### src/rtl/matmul_arbiter.sv
// Round-robin arbiter and sequencer sharing one matrix-multiply engine among NUM_REQ requesters.
// Define MATMUL_ARB_TIMEOUT_EN to enable the WAIT watchdog that returns resp_err_o=1 on expiry.
module matmul_arbiter #(
  parameter int unsigned NUM_REQ     = 4,
  parameter int unsigned ROWS        = 2,
  parameter int unsigned INNER       = 2,
  parameter int unsigned COLS        = 2,
  parameter int unsigned MIN_LATENCY = 8,
  parameter int unsigned TIMEOUT     = 4096,
  localparam int unsigned A_W        = 32 * ROWS * INNER,
  localparam int unsigned B_W        = 32 * INNER * COLS,
  localparam int unsigned Z_W        = 32 * ROWS * COLS
) (
  input  logic                   clk,
  input  logic                   rst,
  input  logic [NUM_REQ-1:0]     req_valid_i,
  input  logic [NUM_REQ*A_W-1:0] req_a_i,
  input  logic [NUM_REQ*B_W-1:0] req_b_i,
  output logic [NUM_REQ-1:0]     req_ready_o,
  output logic [NUM_REQ-1:0]     resp_valid_o,
  input  logic [NUM_REQ-1:0]     resp_ready_i,
  output logic [Z_W-1:0]         resp_data_o,
  output logic                   resp_err_o,
  output logic [A_W-1:0]         mm_a_o,
  output logic [B_W-1:0]         mm_b_o,
  output logic                   mm_load_o,
  input  logic [Z_W-1:0]         mm_out_i,
  input  logic                   mm_out_ready_i,
  output logic                   mm_out_ack_o
);

  localparam int unsigned IdxW   = (NUM_REQ > 1) ? $clog2(NUM_REQ) : 1;
  localparam int unsigned CntMax = (TIMEOUT > MIN_LATENCY) ? TIMEOUT : MIN_LATENCY;
  localparam int unsigned CntW   = $clog2(CntMax + 1);

  localparam logic [2:0] StIdle  = 3'd0;
  localparam logic [2:0] StGrant = 3'd1;
  localparam logic [2:0] StLoad  = 3'd2;
  localparam logic [2:0] StWait  = 3'd3;
  localparam logic [2:0] StAck   = 3'd4;
  localparam logic [2:0] StResp  = 3'd5;

  logic [2:0]         state_q, state_d;
  logic [IdxW-1:0]    grant_q, grant_d;
  logic [IdxW-1:0]    last_q, last_d;
  logic [CntW-1:0]    cnt_q, cnt_d;
  logic [A_W-1:0]     mm_a_q, mm_a_d;
  logic [B_W-1:0]     mm_b_q, mm_b_d;
  logic [Z_W-1:0]     resp_data_q, resp_data_d;
  logic               resp_err_q, resp_err_d;

  logic               pick_valid;
  logic [IdxW-1:0]    pick_idx;
  logic [IdxW-1:0]    cand;
  logic [A_W-1:0]     sel_a;
  logic [B_W-1:0]     sel_b;
  logic               out_hit;
  logic               timed_out;
  logic [NUM_REQ-1:0] grant_oh;

  // First requesting index strictly after last_q, wrapping around.
  always_comb begin
    pick_valid = 1'b0;
    pick_idx   = '0;
    cand       = '0;
    for (int unsigned k = 1; k <= NUM_REQ; k++) begin
      cand = IdxW'((32'(last_q) + k) % NUM_REQ);
      if (!pick_valid && req_valid_i[cand]) begin
        pick_valid = 1'b1;
        pick_idx   = cand;
      end
    end
  end

  always_comb begin
    sel_a = '0;
    sel_b = '0;
    for (int unsigned i = 0; i < NUM_REQ; i++) begin
      if (pick_idx == IdxW'(i)) begin
        sel_a = req_a_i[i*A_W +: A_W];
        sel_b = req_b_i[i*B_W +: B_W];
      end
    end
  end

  // The engine may still hold ready from the previous job, so ready is only trusted late.
  assign out_hit = (cnt_q >= CntW'(MIN_LATENCY)) && mm_out_ready_i;

`ifdef MATMUL_ARB_TIMEOUT_EN
  assign timed_out = (cnt_q >= CntW'(TIMEOUT)) && !out_hit;
`else
  assign timed_out = 1'b0;
`endif

  always_comb begin
    state_d     = state_q;
    grant_d     = grant_q;
    last_d      = last_q;
    cnt_d       = cnt_q;
    mm_a_d      = mm_a_q;
    mm_b_d      = mm_b_q;
    resp_data_d = resp_data_q;
    resp_err_d  = resp_err_q;
    case (state_q)
      StIdle: begin
        if (pick_valid) begin
          grant_d = pick_idx;
          mm_a_d  = sel_a;
          mm_b_d  = sel_b;
          state_d = StGrant;
        end
      end
      StGrant: state_d = StLoad;
      StLoad: begin
        cnt_d   = '0;
        state_d = StWait;
      end
      StWait: begin
        if (cnt_q != '1) cnt_d = cnt_q + 1'b1;
        if (out_hit) begin
          resp_data_d = mm_out_i;
          state_d     = StAck;
        end else if (timed_out) begin
          resp_data_d = '0;
          resp_err_d  = 1'b1;
          state_d     = StAck;
        end
      end
      StAck: state_d = StResp;
      StResp: begin
        if (resp_ready_i[grant_q]) begin
          last_d     = grant_q;
          resp_err_d = 1'b0;
          state_d    = StIdle;
        end
      end
      default: state_d = StIdle;
    endcase
  end

  always_ff @(posedge clk or negedge rst) begin
    if (!rst) begin
      state_q     <= StIdle;
      grant_q     <= '0;
      last_q      <= IdxW'(NUM_REQ - 1);
      cnt_q       <= '0;
      mm_a_q      <= '0;
      mm_b_q      <= '0;
      resp_data_q <= '0;
      resp_err_q  <= 1'b0;
    end else begin
      state_q     <= state_d;
      grant_q     <= grant_d;
      last_q      <= last_d;
      cnt_q       <= cnt_d;
      mm_a_q      <= mm_a_d;
      mm_b_q      <= mm_b_d;
      resp_data_q <= resp_data_d;
      resp_err_q  <= resp_err_d;
    end
  end

  assign grant_oh     = {{(NUM_REQ-1){1'b0}}, 1'b1} << grant_q;
  assign req_ready_o  = (state_q == StGrant) ? grant_oh : '0;
  assign resp_valid_o = (state_q == StResp) ? grant_oh : '0;
  assign mm_load_o    = (state_q == StLoad);
  assign mm_out_ack_o = (state_q == StAck);
  assign mm_a_o       = mm_a_q;
  assign mm_b_o       = mm_b_q;
  assign resp_data_o  = resp_data_q;
  assign resp_err_o   = resp_err_q;

endmodule
### config.mk
export PLATFORM = sky130hd
export DESIGN_NAME = matmul_arbiter
export DESIGN_NICKNAME = d
export VERILOG_FILES = /design/src/rtl/matmul_arbiter.sv
export SDC_FILE = /design/constraint.sdc
export NUM_CORES = 1
export LEC_CHECK = 0
export CAP_MARGIN = 20
export CORE_AREA = 2 2 601 603
export CTS_CLUSTER_DIAMETER = 200
export DETAILED_ROUTE_END_ITERATION = 12
export DIE_AREA = 0 0 603 605
export RECOVER_POWER = 25
export SYNTH_ARGS = -nofsm -noshare
export SYNTH_HDL_FRONTEND = slang
export SYNTH_SLANG_ARGS = --single-unit
### constraint.sdc
create_clock -name clk -period 2.55 [get_ports clk]
set_input_delay 0.255 -clock clk [delete_from_list [all_inputs] [get_ports clk]]
set_output_delay 0.255 -clock clk [all_outputs]
set_load 0.01 [all_outputs]
==> metrics <==
run status finished with violations; failing checks max-capacitance violations, max-slew violations, negative setup slack; Most common cell on crit path buf_12; routed via count approximately 27,000; Sw Pwr between 20 and 25 mW; Yosys warning count 0; Die H roughly 600 um; gr usage total approximately 15%; Netlist cell types between 50 and 60; wire per inst 33.6 um; placed cell area about 45,000 um2; Crit Path Class reg2reg; Max Cap Viol 1; DRC errors left 0; CTS clock-pin slew for the worst setup and hold paths around 0.06 ns; CTS tree done; Detail Route Antenna Nets 0; worst path required time 3.21 ns; CTS Buf Count 70; buffers and inverters on the worst path 3; net switching share of the total power ~43%; Longest Clk Path Bufs 4; GPL Wtd Cong roughly 0.94; register area share after synthesis a little under half; FP Rows 220; clock network fraction of total power 21.0%; average size of a mapped cell around 11 um2; RSZ-0062 raised after global routing true; crit path max fanout 31; Final WS setup -0.00841 ns; initial core utilization a little under 6%; root cell of the clock tree clkbuf_16; Setup Skew 0.0777 ns; commonest non-fill, non-tap cell in the layout clkdlybuf4s50_1; htree depth 3; ys flop type dfrtp_1; WHS between 0.08 and 0.09 ns; crit end category flip-flop; fin area around 48,000 um2; hold crit path type in2reg; dpl hpwl between 200,000 and 300,000 um; Post-synth EDFFs 0; internal cell power around 28 mW; total power between 40 and 50 mW; Total Wirelength ~290,000 um; PD cells approximately 1000 nW/um2; sequential share of power 24.8%; Worst VDD drop ~0.48 mV; Worst slew margin -69.0%; Peak Freq approximately 0.4 GHz; Boundary Pins roughly 1,600; Nets slightly below 5,000; I/O Buffers 1,556; vias in the first global route 25,800; Leakage Power about 18 nW; startpoint types flip-flop; Slew @ Worst Pin 2.53 ns; clock sinks approximately 400; CORE AREA roughly 360,000 um2; most frequent cells in the layout 1,542 x clkdlybuf4s50_1, 399 x dfrtp_1, 225 x nor2_1; antenna violations before repair 346; Crit path arrival time about 3.2 ns; #FFs+latches synth 404; router iterations before antenna repair 5; Syn Nets 3,093; final setup fails 1; first-pass GRT wire length about 340,000 um; largest net degree at the start of global routing 65; Vias/cell around 3.1; Synth async-reset ratio 100%; final period utilization 100%; Final Hold Fails 0; DP Worst Slack -0.458 ns; clk_lat worst skew between 0.7 and 0.8 ns; Cell Area, Synth 21,200 um2; Chip Width around 600 um; Tmin final 2.56 ns; first-iteration detailed-routing DRC count about 2,300; pins over their slew limit slightly below 50; Slowest-stage cell, CP dfstp_2; crit path cell chain mux2_2, a22oi_2, nand2_8, buf_12, buf_12, buf_12, mux2i_2, a221oi_2; Fillers between 40,000 and 50,000; fraction of layout cells with a size suffix above 1 a little under a fifth; total grt overflow 0; Area growth syn-to-layout 125%; Combinational Power Share between 50 and 60%; Crit path largest cell delay 0.53 ns; die area 365,000 um2; Top delay family on crit path compound AO/OA/AOI/OAI gates; Mapped Cells between 1,500 and 2,000
==> worst reg2reg max path, stage by stage, from the launching register on <==
cell      delay (ns)
dfstp_2         0.53
mux2_2          0.34
a22oi_2         0.30
nand2_8         0.08
buf_12          0.17
buf_12          0.30
buf_12          0.16
mux2i_2         0.29
a221oi_2        0.27
==> synthesized netlist by cell type (2+ instances only) <==
cell type	count	area share [%]
mux2_1	5	0.27
o22ai_1	201	5.9
a221oi_1	131	5.4
nor4_2	2	0.12
a21oi_1	5	0.12
dfstp_2	2	0.25
ha_1	2	0.12
nand3_1	7	0.17
buf_4	20	0.71
o21ai_1	50	1.2
mux2_2	132	7.0
nand4_1	4	0.12
xor2_1	2	0.083
buf_2	71	1.7
and2_1	4	0.12
a2111oi_0	2	0.083
nand2_1	62	1.1
a22o_1	6	0.25
nor3_1	4	0.094
nor2_1	227	4.0
o221ai_1	49	2.0
inv_1	7	0.12
a211oi_1	53	1.9
and4_1	3	0.12
nor2b_1	5	0.15
a221o_1	6	0.28
clkbuf_1	82	1.5
buf_1	25	0.44
and3_1	50	1.5
xnor2_1	5	0.21
mux2i_1	201	9.5
nor4_1	2	0.059
a31oi_1	2	0.059
nor3b_1	2	0.071
nand2b_1	6	0.18
dfrtp_1	402	47
o21ai_0	6	0.14
a221oi_2	70	5.0
==> kinds of logic (layout without fill, tap and decap cells) <==
kind of cell / after synthesis / after routing / synth area share, %
AO/OA/AOI/OAI: 588 / 588 / 22.7
XOR/XNOR: 7 / 7 / 0.289
other: 1 / 56 / 0.0177
flip-flops: 404 / 404 / 47.7
AND/OR/NAND/NOR: 382 / 382 / 7.91
multiplexers: 339 / 339 / 16.9
adder cells (fa/ha/maj): 2 / 2 / 0.118
buffers and inverters: 205 / 1984 / 4.40
==> power by group through the flow <==
stage                     clock, mW  combinational, mW  sequential, mW
final                          10.1               26.2            12.0
after global routing           10.8               27.9            12.4
after CTS                      10.6               26.2            12.0
after detailed placement          0               25.9            12.0
after global placement            0               25.9            12.0
after floorplan                   0               7.32            12.8
==> metal layers <==
layer / GRT usage, % / share of wire, % / vias up
li1: - / - / 11100
met4: 4.94 / 3.6 / 200
met1: 15.6 / 35 / 12900
met3: 11.0 / 17 / 748
met5: 0 / 0.46 / -
met2: 23.4 / 45 / 1779
==> final timing paths <==
| check | start | end | slack [ns] | depth (start not counted) |
|---|---|---|---|---|
| max reg2reg | last_q[1]$_DFFE_PN1P_ | mm_b_o[8]$_DFFE_PN0P_ | -0.008 | 8 |
| max in group asynchronous | rst | state_q[1]$_DFFE_PN0P_ | 0.14 | 3 |
| max | last_q[1]$_DFFE_PN1P_ | mm_b_o[8]$_DFFE_PN0P_ | -0.008 | 8 |
| min in group asynchronous | rst | mm_b_o[39]$_DFFE_PN0P_ | 0.86 | 2 |
| min reg2reg | mm_b_o[114]$_DFFE_PN0P_ | mm_b_o[114]$_DFFE_PN0P_ | 0.49 | 2 |
| min | mm_out_i[1] | resp_data_o[1]$_DFFE_PN0P_ | 0.09 | 2 |
==> what timing repair did <==
action,in CTS,in global routing
resized for setup,18,65
endpoints found under the setup margin,57,52
pin swaps,2,54
hold buffers,23,0
cloned,0,3
hold endpoints to repair,42,0
setup buffers,6,0
==> state kept, by name, indices dropped and copies added, names as in the netlist <==
register	count
mm_a_o	128
grant_q	2
resp_data_o	128
mm_b_o	128
state_q	3
cnt_q	13
last_q	2
==> cell type report <==
| type | count | area [um2] | share of cell area, % |
|---|---|---|---|
| clock inverters | 29 | 355 | 0.744 |
| flip-flops and latches | 404 | 10100 | 21.2 |
| repair buffers | 1859 | 18600 | 38.9 |
| diodes | 55 | 138 | 0.288 |
| clock buffers | 89 | 1950 | 4.07 |
| multi-input cells | 1319 | 10600 | 22.3 |
| well taps | 4773 | 5970 | 12.5 |
| inverters | 7 | 26.3 | 0.0550 |
==> through the flow <==
| stage | setup TNS (ns) | instances | util (%) |
|---|---|---|---|
| after detailed placement | -21.63 | 8330 | 12.5 |
| final | -0.00841 | 8535 | 13.3 |
| after global placement | -25.14 | 8328 | 12.4 |
| after floorplan | 0 | 1928 | - |
| after global routing | -3.03 | 8508 | 13.3 |
| after CTS | -0.00514 | 8477 | 13.2 |
(Power assumes the default switching activity.)
